$ cat src/rtl/srl_fifo_ctrl.sv
// Valid/ready FIFO controller for an external SRL16E bank with a registered FWFT output stage.
// Push to empty shows on the next edge; in_ready_o is registered and never looks at out_ready_i.
module srl_fifo_ctrl #(
    parameter int WIDTH = 8,
    parameter int DEPTH = 16
) (
    input  logic             clk_i,
    input  logic             rst_n_i,
    input  logic [WIDTH-1:0] in_data_i,
    input  logic             in_valid_i,
    output logic             in_ready_o,
    output logic [WIDTH-1:0] out_data_o,
    output logic             out_valid_o,
    input  logic             out_ready_i,
    output logic [4:0]       count_o,
    output logic [WIDTH-1:0] srl_d_o,
    output logic             srl_ce_o,
    output logic [3:0]       srl_a_o,
    input  logic [WIDTH-1:0] srl_q_i
);

    logic [4:0]       srl_cnt_q, srl_cnt_d;
    logic             out_vld_q, out_vld_d;
    logic [WIDTH-1:0] out_dat_q, out_dat_d;
    logic             in_rdy_q,  in_rdy_d;

    logic push, pop, load, srl_rd, bypass, srl_ce;

    always_comb begin
        push      = in_valid_i & in_rdy_q;
        pop       = out_vld_q & out_ready_i;
        load      = ~out_vld_q | pop;
        srl_rd    = load & (srl_cnt_q != 5'd0);
        // Only bypass when the SRLs are empty, otherwise an older word would be overtaken.
        bypass    = load & (srl_cnt_q == 5'd0) & push;
        srl_ce    = push & ~bypass;

        out_vld_d = out_vld_q;
        out_dat_d = out_dat_q;
        if (load) begin
            if (srl_rd) begin
                out_vld_d = 1'b1;
                out_dat_d = srl_q_i;
            end else if (bypass) begin
                out_vld_d = 1'b1;
                out_dat_d = in_data_i;
            end else begin
                out_vld_d = 1'b0;
            end
        end

        srl_cnt_d = srl_cnt_q + {4'd0, srl_ce} - {4'd0, srl_rd};
        in_rdy_d  = (srl_cnt_d < 5'(DEPTH));
    end

    always_ff @(posedge clk_i or negedge rst_n_i) begin
        if (!rst_n_i) begin
            srl_cnt_q <= 5'd0;
            out_vld_q <= 1'b0;
            out_dat_q <= '0;
            in_rdy_q  <= 1'b0;
        end else begin
            srl_cnt_q <= srl_cnt_d;
            out_vld_q <= out_vld_d;
            out_dat_q <= out_dat_d;
            in_rdy_q  <= in_rdy_d;
        end
    end

    // Oldest SRL word sits at address srl_cnt-1; address is a don't-care while empty.
    assign srl_a_o     = (srl_cnt_q != 5'd0) ? 4'(srl_cnt_q - 5'd1) : 4'd0;
    assign srl_d_o     = in_data_i;
    assign srl_ce_o    = srl_ce;
    assign in_ready_o  = in_rdy_q;
    assign out_valid_o = out_vld_q;
    assign out_data_o  = out_dat_q;
    assign count_o     = srl_cnt_q + {4'd0, out_vld_q};

endmodule
$ cat config.mk
export PLATFORM = sky130hd
export DESIGN_NAME = srl_fifo_ctrl
export DESIGN_NICKNAME = d
export VERILOG_FILES = /design/src/rtl/srl_fifo_ctrl.sv
export SDC_FILE = /design/constraint.sdc
export NUM_CORES = 1
export LEC_CHECK = 0
export BUFFER_PORTS_ARGS = -buffer_cell sky130_fd_sc_hd__buf_2
export CAP_MARGIN = 20
export CORE_UTILIZATION = 40
export CTS_CLUSTER_SIZE = 12
export DETAILED_ROUTE_END_ITERATION = 7
export PLACE_DENSITY_LB_ADDON = 0.2
export SETUP_SLACK_MARGIN = 0.5
export SYNTH_ARGS = -nofsm -noshare
export SYNTH_HDL_FRONTEND = slang
export SYNTH_SLANG_ARGS = --single-unit
$ cat constraint.sdc
create_clock -name clk_i -period 3.5 [get_ports clk_i]
set_input_delay 0.525 -clock clk_i [delete_from_list [all_inputs] [get_ports clk_i]]
set_output_delay 0.525 -clock clk_i [all_outputs]
set_load 0.05 [all_outputs]
=== After elaboration in Yosys (flattened, before gate mapping) ===
Index checks and enable logic that the tools add are counted.

* Register bits: 15
* Bits of input ports: 20
* Output and inout port bits: 28
* Word-level logic and storage cells: 27

* Reduce and logical (&&, ||, !) cells: 4
* Mux-type cells: 5
* Bitwise logic cells: 9
* $add $sub $neg: 4
* Order comparisons: 1

{| class="wikitable"
|+ Operator list
! operator !! count
|-
| 2-to-1 mux 8 bit || 2
|-
| adder 5 x 1 -> 5 bit || 2
|-
| bitwise AND 1 bit || 6
|-
| logical NOT 5 bit || 1
|-
| less-than comparator 5 bit (second input constant) || 1
|-
| nonzero test 5 bit || 1
|-
| subtractor 5 x 1 -> 5 bit || 1
|-
| 2-to-1 mux 4 bit || 1
|-
| subtractor 4 x 1 -> 4 bit (second input constant) || 1
|-
| 2-to-1 mux 1 bit || 2
|-
| NOT 1 bit || 2
|-
| AND reduction 2 bit || 1
|-
| nonzero test 2 bit || 1
|-
| bitwise OR 1 bit || 1
|}

=== Longest topological paths before layout ===
Gate-level depths: netlist (run 1).

* Depth in word-level cells: 9
* Gate-level depth with buffers: 13
* Gate-level depth less buffers: 13

=== Least setup slack after synthesis (run 1) ===
No wires, ideal clock.

* Kind: register to register
* From: register srl_cnt_q[1]
* To: register in_rdy_q, in the netlist in_ready_o
* Period minus slack after synthesis: 3.148 ns
* Arrival time: 3.013 ns
* Slack: 0.352 ns
* Stages on the path, launching flop included: 12
* Library setup time: 0.135 ns
* Data required time: 3.365 ns
* Path buffers: 1
* Cell sequence: dfrtp_1 > inv_1 > ha_1 > and3b_1 > buf_6 > a21oi_1 > ha_1 > inv_1 > fa_1 > o21bai_1 > a21oi_1 > xor2_1

* Cells in the longest elaborated chain, start to end: 8
* Elaborated cells between the ends (all ways): 10
* Those cells by class: 2 x add/sub; 1 x order compare; 5 x bitwise; 2 x reduce/logical

{| class="wikitable"
|+ Ends and longest elaborated chain
! element !! RTL line !! source
|-
| start: declaration || 22 || <nowiki>logic [4:0] srl_cnt_q, srl_cnt_d;</nowiki>
|-
| start signal: assignment || 63 || <nowiki>srl_cnt_q <= srl_cnt_d;</nowiki>
|-
| logical NOT 5 bit || 35 || <nowiki>bypass = load & (srl_cnt_q == 5'd0) & push;</nowiki>
|-
| bitwise AND 1 bit (2 in series) || 35 ||
|-
| NOT 1 bit || 36 || <nowiki>srl_ce = push & ~bypass;</nowiki>
|-
| bitwise AND 1 bit || 36 ||
|-
| via srl_ce_o || 17 || <nowiki>output logic srl_ce_o,</nowiki>
|-
| adder 5 x 1 -> 5 bit || 52 || <nowiki>srl_cnt_d = srl_cnt_q + {4'd0, srl_ce} - {4'd0, srl_rd};</nowiki>
|-
| subtractor 5 x 1 -> 5 bit || 52 ||
|-
| less-than comparator 5 bit || 53 || <nowiki>in_rdy_d = (srl_cnt_d < 5'(DEPTH));</nowiki>
|-
| via in_rdy_d || 25 || <nowiki>logic in_rdy_q, in_rdy_d;</nowiki>
|-
| end signal: assignment || 66 || <nowiki>in_rdy_q <= in_rdy_d;</nowiki>
|-
| end: declaration || 25 ||
|}

The timed path passes the listed nets, and every way through them passes these cells.
A chain may end at the register's enable or synchronous reset.

=== Final worst setup path (run 1) ===
* From: register srl_cnt_q[2]
* To: register in_rdy_q, in the netlist in_ready_o

* Cells in the longest elaborated chain, start to end: 8
* Elaborated cells between the ends (all ways): 10
* Those cells by class: 2 x add/sub; 1 x order compare; 5 x bitwise; 2 x reduce/logical

{| class="wikitable"
|+ Ends and longest elaborated chain
! element !! RTL line
|-
| logical NOT 5 bit || 35
|-
| bitwise AND 1 bit (2 in series) || 35
|-
| NOT 1 bit || 36
|-
| bitwise AND 1 bit || 36
|-
| adder 5 x 1 -> 5 bit || 52
|-
| subtractor 5 x 1 -> 5 bit * || 52
|-
| less-than comparator 5 bit * || 53
|-
| via in_rdy_d || 25
|}

The timed path passes the listed nets; every way through them passes the cells marked *.

==> impl_metrics.csv, run 1 <==
group,metric,value,unit
yosys,ys_ff_latch,15,
critical_path,crit_required,3.66,ns
critical_path,critical-path-max-stage-delay,0.45,ns
cells_and_area,num-nets-final,182,
detailed_routing,drtAntennaViolNets,0,
detailed_routing,drcViolationCount,0,
grt,grt_start_max_net_pins,16,
sta,relSlewSlack,68.2,%
detailed_routing,via_count,899,
critical_path,crit_family,"adder cells",
worst_hold_path,hp-class,"in2async",
grt,grt.total_usage,18.8,%
clock_tree,insertion_delay,0.28,ns
place,io_buffers,47,
yosys,syn_area_per_cell,9.78,um^2
clock_tree,cts.reportedPaths.clkPinSlew,0.08,ns
clock_tree,cts_buffers,3,
detailed_routing,routed_wl,2300,um
flow_run,maxCapViolCount,0,
critical_path,reg2reg_to,"in_ready_o$_DFF_PN0_",
critical_path,worstPathCellList,"inv_1 -> ha_1 -> nand3b_1 -> nand2_1 -> inv_1 -> ha_1 -> inv_1 -> ha_1 -> inv_1 -> fa_1 -> o21bai_1 -> a21oi_1 -> xor2_1",
floorplan,fp.dieW,53.1,um
grt,grt_overflow,0,
clock_tree,cts_tree,"yes",
yosys,ys_async_sr_fraction,100,%
floorplan,io_pins,48,
grt,antenna_found_initial,0,
sta,timing.fmax,372,MHz
critical_path,r2r-start,"srl_cnt_q[2]$_DFF_PN0_",
clock_tree,postCtsSetupBuffers,0,
detailed_routing,dr.pass1.iters,4,
status,status,"complete, no violations",
cells_and_area,drive_gt1_share,36.1,%
sta,hold_viol,0,
sta,period_minus_slack,2.69,ns
clock_tree,ctsRootBufferMaster,"clkbuf_4",
place,gp_congestion,0.845,
clock_tree,cts_hold_buf,0,
sta,fin_setup_tns,0,ns
critical_path,critPathBufInv,4,
critical_path,crit_path_end_kind,"register",
cells_and_area,areaGrowthSynthToFinish,21.7,%
yosys,syn_inst,107,
critical_path,ff2ff_path_depth,13,
critical_path,startpoint_type,"register",
yosys,netlist_area,1050,um^2
grt,grt_pass1_vias,872,
cells_and_area,n_antenna_cell,0,
cells_and_area,final_util,51.4,%
critical_path,slowest_stage,"dfrtp_1",
floorplan,rows,18,
sta,worst_pin_slew,0.477,ns
critical_path,r2r_setup_slack,0.81,ns
yosys,syn_nets,141,
place,dpl.hpwl,1890,um
yosys,synth_ff_type,"dfrtp_1",
yosys,synth_edf_count,0,
floorplan,start_util,42.2,%
detailed_routing,drt_iter0_markers,18,
critical_path,crit_arrival,2.86,ns
yosys,yosys_warnings,0,
sta,slew_viol_final,0,
sta,finalSetupViolations,0,
sta,finalClockSkew,0.00380,ns
floorplan,die-area,2820,um^2
cells_and_area,fillers,263,
cells_and_area,final_cell_mix,"47 x buf_2, 15 x dfrtp_1, 13 x ha_1, 10 x inv_1",
detailed_routing,wl_per_cell,13.0,um
floorplan,die_h,53.1,um
yosys,synth_cell_types,28,
critical_path,crit_path_frequent_cell,"inv_1",
clock_tree,cts_max_level,1,
clock_tree,clk_path_buf_depth,2,
cells_and_area,final_common_cell,"buf_2",
sta,rsz0062_at_grt,"false",
grt,grt_pass1_wl,3750,um
sta,fin_crit_sh,76.9,%
detailed_routing,vias_per_cell,5.08,
critical_path,worst-setup-path-type,"reg2reg",
clock_tree,cts_sinks,15,
floorplan,core_area,2480,um^2
yosys,yosysSeqAreaShare,35.9,%
critical_path,path_max_fanout,6,
clock_tree,cts-resized-gates,0,
-- kinds of logic (layout without fill, tap and decap cells) --
family          Yosys count  after routing  share of synthesized area (%)
xor+xnor                  9              9                           7.54
buf+inv                  22             62                           11.6
flops                    15             15                           35.9
compound gates           20             20                           12.7
simple gates             27             27                           14.8
fa+ha+maj                14             14                           17.5
-- per-layer routing --
| layer | track usage (%) | wire [um] | vias to the layer above |
|---|---|---|---|
| met5 | 0 | 0 | - |
| li1 | - | - | 440 |
| met4 | 6.14 | 17 | 0 |
| met2 | 31.9 | 1130 | 33 |
| met1 | 22.6 | 1010 | 423 |
| met3 | 5.46 | 151 | 3 |
-- how the worst max path moves through the flow --
stage | start | endpoint | slack (ns) | cells past startpoint
6_report | srl_cnt_q[2]$_DFF_PN0_ | in_ready_o$_DFF_PN0_ | 0.81 | 13
5_1_grt | srl_cnt_q[1]$_DFF_PN0_ | in_ready_o$_DFF_PN0_ | 0.59 | 13
4_1_cts | srl_cnt_q[2]$_DFF_PN0_ | in_ready_o$_DFF_PN0_ | 0.79 | 13
3_5_place_dp | srl_cnt_q[2]$_DFF_PN0_ | in_ready_o$_DFF_PN0_ | 0.80 | 13
3_3_place_gp | srl_cnt_q[1]$_DFF_PN0_ | in_ready_o$_DFF_PN0_ | 0.86 | 13
2_1_floorplan | srl_cnt_q[1]$_DFF_PN0_ | in_ready_o$_DFF_PN0_ | 0.68 | 11
-- flip-flops by register name, summed over array words and instances (netlist names) --
signal and flops:
out_valid_o 1, in_ready_o 1, srl_cnt_q 5, out_data_o 8
-- cell usage after synthesis (2+ instances only) --
master / instances / area share (%)
o21ai_0: 5 / 2.4
clkbuf_1: 2 / 0.72
xnor2_1: 6 / 5.0
nor3_1: 4 / 1.9
and4_1: 3 / 2.5
a31oi_1: 4 / 2.4
nand2_1: 4 / 1.4
dfrtp_1: 15 / 36
nand2b_1: 2 / 1.2
xor2_1: 3 / 2.5
o21bai_1: 2 / 1.4
nor2_1: 3 / 1.1
inv_1: 10 / 3.6
a21oi_1: 3 / 1.4
nand3_1: 6 / 2.9
ha_1: 13 / 16
a221o_1: 4 / 3.8
buf_4: 8 / 5.7
-- final cells by class --
cell class	instances	area, um^2	share of cell area (%)
Timing Repair Buffer	48	243	19.1
Multi-Input combinational cell	70	553	43.5
Inverter	10	37.5	2.95
Tap cell	30	37.5	2.95
Clock buffer	4	26.3	2.06
Sequential cell	15	375	29.5
-- per-stage QoR --
step / hold slack, ns / cells / setup slack (ns) / instance area [um^2]
after floorplan: 0.229 / 107 / 0.677 / 1050
after global placement: 0.448 / 173 / 0.861 / 1250
after detailed placement: 0.450 / 173 / 0.804 / 1250
after CTS: 0.130 / 177 / 0.791 / 1270
after global routing: 0.135 / 177 / 0.585 / 1270
final: 0.127 / 177 / 0.808 / 1270
Power of run 1 is left out: the tool's default activity adds up to more than one toggle a clock period on the data nets, which glitch-free logic cannot reach.
==> run 2, diff against run 1 <==
==> constraint.sdc (replaced) <==
create_clock -name clk_i -period 2.2 [get_ports clk_i]
set_input_delay 0.33 -clock clk_i [delete_from_list [all_inputs] [get_ports clk_i]]
set_output_delay 0.33 -clock clk_i [all_outputs]
set_load 0.05 [all_outputs]
==> run 2 against run 1 <==
  * The flow now finishes with violations (negative setup slack)
  * Critical path depth did not move
  * Worst hold slack improved by 0.14 ns
  * Sequential share of layout area fell by 9.9 points
  * Sequential cell count did not move
  * Wire length rose by 48%
  * Maximum frequency rose by 11%
  * Via count rose by 24%
  * Core utilization rose by 26 points
  * Largest cell class unchanged
==> impl_metrics.csv, run 2 (same netlist as run 1, synthesis figures left out) <==
group,metric,value,unit
critical_path,worstPathCellList,"inv_2 -> ha_4 -> nand3b_1 -> nand2_2 -> inv_2 -> ha_4 -> inv_4 -> ha_4 -> inv_2 -> fa_2 -> o21bai_1 -> a21oi_2 -> xor2_1",
critical_path,slowest_stage,"dfrtp_1",
sta,fin_crit_sh,110,%
detailed_routing,via_count,1112,
sta,hold_viol,0,
critical_path,crit_family,"adder cells",
grt,antenna_found_initial,0,
sta,finalClockSkew,0.00527,ns
place,dpl.hpwl,1970,um
floorplan,die_h,53.1,um
detailed_routing,drcViolationCount,0,
sta,rsz0062_at_grt,"true",
place,io_buffers,47,
floorplan,start_util,42.2,%
sta,relSlewSlack,53.2,%
critical_path,critPathBufInv,4,
sta,slew_viol_final,0,
clock_tree,clk_path_buf_depth,2,
sta,final.setup.worst_slack,-0.215,ns
sta,finalSetupViolations,3,
sta,holdWs,0.267,ns
detailed_routing,vias_per_cell,5.15,
cells_and_area,drive_gt1_share,69.4,%
critical_path,crit_required,2.37,ns
clock_tree,insertion_delay,0.29,ns
worst_hold_path,hp-class,"in2reg",
cells_and_area,final_cell_mix,"37 x buf_2, 28 x buf_4, 16 x buf_6, 14 x dfrtp_1",
clock_tree,ctsRootBufferMaster,"clkbuf_4",
clock_tree,cts_buffers,3,
place,gp_congestion,0.762,
detailed_routing,drt_iter0_markers,22,
sta,period_minus_slack,2.41,ns
flow_run,maxCapViolCount,0,
sta,worst_pin_slew,0.701,ns
grt,grt_pass1_vias,1055,
clock_tree,cts.reportedPaths.clkPinSlew,0.10,ns
grt,grt_overflow,0,
cells_and_area,areaGrowthSynthToFinish,84.1,%
status,failed_checks,"negative setup slack",
cells_and_area,num-nets-final,221,
critical_path,worst-setup-path-type,"reg2reg",
floorplan,core_area,2480,um^2
floorplan,fp.dieW,53.1,um
critical_path,crit_arrival,2.59,ns
floorplan,die-area,2820,um^2
cells_and_area,n_antenna_cell,0,
clock_tree,cts_max_level,1,
cells_and_area,final_common_cell,"buf_2",
cells_and_area,final_util,77.7,%
critical_path,crit_path_end_kind,"register",
clock_tree,cts_sinks,15,
cells_and_area,largest_reg_flops,8,
grt,grt.total_usage,25.3,%
detailed_routing,dr.pass1.iters,4,
detailed_routing,drtAntennaViolNets,0,
clock_tree,cts_tree,"yes",
detailed_routing,wl_per_cell,15.8,um
floorplan,io_pins,48,
critical_path,path_max_fanout,3,
grt,grt_start_max_net_pins,16,
critical_path,critical-path-max-stage-delay,0.42,ns
sta,timing.fmax,414,MHz
floorplan,rows,18,
critical_path,startpoint_type,"register",
status,status,"finished with violations",
detailed_routing,routed_wl,3420,um
grt,grt_pass1_wl,4870,um
place,dp_slack,-0.0964,ns
[run 2: path summary, 6_finish.rpt]
check,from,end,slack [ns],depth (start not counted)
worst min-delay path,srl_q_i[1],out_data_o[1]$_DFFE_PN0P_,0.27,2
worst max register to register,srl_cnt_q[2]$_DFF_PN0_,in_ready_o$_DFF_PN0_,-0.21,13
worst min register to register,out_data_o[1]$_DFFE_PN0P_,out_data_o[1]$_DFFE_PN0P_,0.52,1
max in group asynchronous,rst_n_i,srl_cnt_q[1]$_DFF_PN0_,1.45,2
min in group asynchronous,rst_n_i,out_data_o[5]$_DFFE_PN0P_,0.47,2
worst max-delay path,srl_cnt_q[2]$_DFF_PN0_,in_ready_o$_DFF_PN0_,-0.21,13
[run 2: final cells by class]
| class | count | area [um^2] |
|---|---|---|
| Clock buffer | 4 | 26.3 |
| Fill cell | 161 | 552 |
| Inverter | 10 | 40.0 |
| Sequential cell | 15 | 377 |
| Multi-Input combinational cell | 70 | 785 |
| Tap cell | 30 | 37.5 |
| Timing Repair Buffer | 87 | 661 |
[run 2: stage by stage]
stage | TNS [ns] | instances | area [um^2]
after floorplan | -0.609 | 107 | 1100
after global placement | -0.0294 | 190 | 1430
after detailed placement | -0.146 | 190 | 1430
after CTS | -0.0587 | 208 | 1810
after global routing | -0.792 | 216 | 1930
final | -0.520 | 216 | 1930
[run 2: timing repair]
| item | CTS | global route |
|---|---|---|
| setup endpoints to repair | 15 | 23 |
| pin swaps | 21 | 14 |
| resized for setup | 62 | 15 |
| buffers inserted | 13 | 8 |
| hold endpoints to repair | 15 | 0 |
| hold buffers | 1 | 0 |
[run 2: per-layer routing]
layer	track usage (%)	wire, um	vias to the layer above
met3	6.03	159	14
met2	47.9	1870	43
met4	11.8	136	0
met1	25.6	1250	536
li1	-	-	519
met5	0	0	-
Power of run 2 is left out for the same reason.
==> run 3, diff against run 2 <==
--- a/config.mk
+++ b/config.mk
@@ -5,6 +5,7 @@
 export SDC_FILE = /design/constraint.sdc
 export NUM_CORES = 1
 export LEC_CHECK = 0
+export ABC_AREA = 1
 export BUFFER_PORTS_ARGS = -buffer_cell sky130_fd_sc_hd__buf_2
 export CAP_MARGIN = 20
 export CORE_UTILIZATION = 40
==> run 3 against run 2 <==
  * The run now ends clean
  * Final cell count increased by 5.6%
  * Critical path depth up 2
  * First-iteration DRC count decreased by 14%
  * Maximum frequency grew 11%
  * Non-clock buffer count down 17
  * Highest routed layer unchanged
  * Critical path type unchanged
  * Worst setup slack better by 0.25 ns
  * Sequential share of layout area is 1.3 points higher
  * Core utilization decreased by 6.3 points
  * Synthesized cell count increased by 23%
==> impl_metrics.csv, run 3 <==
group,metric,value,unit
sta,holdWs,0.236,ns
detailed_routing,routed_wl,2960,um
detailed_routing,via_count,1108,
clock_tree,insertion_delay,0.30,ns
place,io_buffers,47,
floorplan,io_pins,48,
place,dpl_cell_area,1550,um^2
grt,grt_pass1_wl,4280,um
grt,grt_start_max_net_pins,16,
yosys,synth_ff_type,"dfrtp_1",
critical_path,crit_required,2.41,ns
floorplan,die-area,2980,um^2
yosys,synthTopCellsByCount,"22 x nand2_1, 20 x nand3_1, 18 x inv_1",
place,gp_congestion,0.802,
yosys,syn_nets,166,
clock_tree,cts.reportedPaths.clkPinSlew,0.10,ns
critical_path,crit_arrival,2.38,ns
critical_path,crit_path_end_kind,"register",
sta,rsz0062_at_grt,"true",
worst_hold_path,hp-class,"in2reg",
sta,slew_viol_final,0,
sta,period_minus_slack,2.17,ns
detailed_routing,dr.pass1.iters,4,
yosys,yosysTopAreaCell,"dfrtp_1",
yosys,syn_area_per_cell,8.38,um^2
grt,top_usage_layer,"met2",
floorplan,start_util,43.5,%
critical_path,startpoint_type,"register",
yosys,yosys_warnings,0,
grt,antenna_found_initial,0,
grt,grt_pass1_vias,983,
yosys,ys_ff_latch,15,
detailed_routing,drt_iter0_markers,19,
cells_and_area,final_common_cell,"buf_2",
critical_path,r2r-start,"srl_cnt_q[1]$_DFF_PN0_",
detailed_routing,drcViolationCount,0,
cells_and_area,areaGrowthSynthToFinish,64.4,%
critical_path,path_max_fanout,2,
cells_and_area,final_util,71.4,%
cells_and_area,drive_gt1_share,57.6,%
cells_and_area,fillers,205,
sta,finalClockSkew,0.00154,ns
detailed_routing,wl_per_cell,13.0,um
floorplan,rows,18,
yosys,synth_cell_types,21,
clock_tree,cts_sinks,15,
critical_path,worst-setup-path-type,"reg2reg",
cells_and_area,final_cell_area,1820,um^2
yosys,yosysSeqAreaShare,33.9,%
worst_hold_path,hp-start,"srl_q_i[4]",
status,status,"complete, no violations",
grt,gr-usage-met2,35.9,%
yosys,ys_async_sr_fraction,100,%
sta,timing.fmax,462,MHz
yosys,netlist_area,1110,um^2
yosys,yosys-top-cells-area,"dfrtp_1 34%, ha_1 15%, nand3_1 9.0%, nand2_1 7.5%, inv_1 6.1%",
clock_tree,clk_path_buf_depth,2,
yosys,synth_edf_count,0,
floorplan,fp.dieW,54.6,um
clock_tree,cts_tree,"yes",
cells_and_area,num-nets-final,233,
cells_and_area,largest_reg_flops,8,
grt,grtUsageMet3,1.67,%
sta,fin_crit_sh,98.5,%
yosys,syn_inst,132,
grt,use_met1,26.1,%
floorplan,die_h,54.6,um
grt,grt_overflow,0,
cells_and_area,final_cell_mix,"37 x buf_2, 19 x nand2_1, 19 x nand3_1, 18 x buf_4, 12 x dfrtp_1",
clock_tree,cts_max_level,1,
grt,grt.total_usage,20.6,%
sta,worst_pin_slew,0.349,ns
sta,relSlewSlack,76.7,%
clock_tree,cts_buffers,3,
cells_and_area,n_antenna_cell,0,
sta,finalSetupViolations,0,
yosys,yosysMostFrequentCell,"nand2_1",
floorplan,core_area,2540,um^2
detailed_routing,drtAntennaViolNets,0,
place,dpl.hpwl,2090,um
flow_run,maxCapViolCount,0,
sta,hold_viol,0,
clock_tree,ctsRootBufferMaster,"clkbuf_4",
yosys,synth_top_area_share,33.9,%
critical_path,crit_start,"srl_cnt_q[1]$_DFF_PN0_",
detailed_routing,vias_per_cell,4.86,
run 3: cell count changes in the layout (fill, tap and decap cells not counted), moves of 6 or more:
cell / change
nand2_1: +18
nand3_1: +14
nor2_1: +6
buf_4: -10
buf_6: -7
inv_1: +8
run 3: cell type report:
| type | count | area (um^2) | share of cell area [%] |
|---|---|---|---|
| timing repair buffer | 70 | 507 | 27.9 |
| inverter | 21 | 83.8 | 4.61 |
| tap | 30 | 37.5 | 2.06 |
| multi-input combinational | 88 | 783 | 43.1 |
| clock inverter | 1 | 5.00 | 0.275 |
| sequential | 15 | 379 | 20.9 |
| clock buffer | 3 | 22.5 | 1.24 |
run 3: metrics by stage:
stage / std cells / setup WS [ns] / setup TNS, ns
floorplan: 132 / -0.0740 / -0.112
global placement: 211 / 0.0616 / 0
detailed placement: 211 / -0.000183 / -0.000183
CTS: 224 / 0.0827 / 0
global route: 228 / -0.0693 / -0.0796
finish: 228 / 0.0336 / 0
run 3: worst max-delay path, stage by stage (launching register included):
cell and delay (ns):
dfrtp_2 0.44, inv_4 0.07, ha_4 0.14, nand2_4 0.06, nor2_8 0.10, nor2_4 0.05
ha_4 0.20, inv_2 0.06, ha_4 0.13, inv_2 0.04, fa_2 0.34, nand3b_1 0.19
nand2_1 0.08, nand2_1 0.06, nand2_2 0.08, inv_2 0.03
run 3: cell families (layout without fill, tap and decap cells):
kind of cell / Yosys count / count (layout) / synth area share, %
AND/OR/NAND/NOR: 64 / 64 / 30.2
buffers and inverters: 29 / 95 / 12.6
flip-flops: 15 / 15 / 33.9
adder cells (fa/ha/maj): 14 / 14 / 16.5
XOR/XNOR: 6 / 6 / 4.75
AO/OA/AOI/OAI: 4 / 4 / 2.04
run 3: worst paths after layout:
check                                            end  slack [ns]  depth (start not counted)
min in group asynchronous  out_data_o[6]$_DFFE_PN0P_        0.45                          2
hold / removal             out_data_o[4]$_DFFE_PN0P_        0.24                          3
setup / recovery                in_ready_o$_DFF_PN0_        0.03                         15
hold reg to reg            out_data_o[4]$_DFFE_PN0P_        0.52                          2
max in group asynchronous    out_valid_o$_DFFE_PN0P_        1.47                          2
setup reg to reg                in_ready_o$_DFF_PN0_        0.03                         15
run 3: what timing repair did:
item / in CTS / in global routing
hold endpoints to repair: 15 / 0
resized for setup: 28 / 17
endpoints found under the setup margin: 13 / 15
setup buffers: 8 / 4
pin swaps: 9 / 12
hold buffers: 1 / 0
run 3: metal layers:
layer	part of all wire, %	vias up
met5	0	-
met4	1.5	0
met3	4.4	5
met2	53	45
met1	41	518
li1	-	540
Power of run 3 is left out for the same reason.
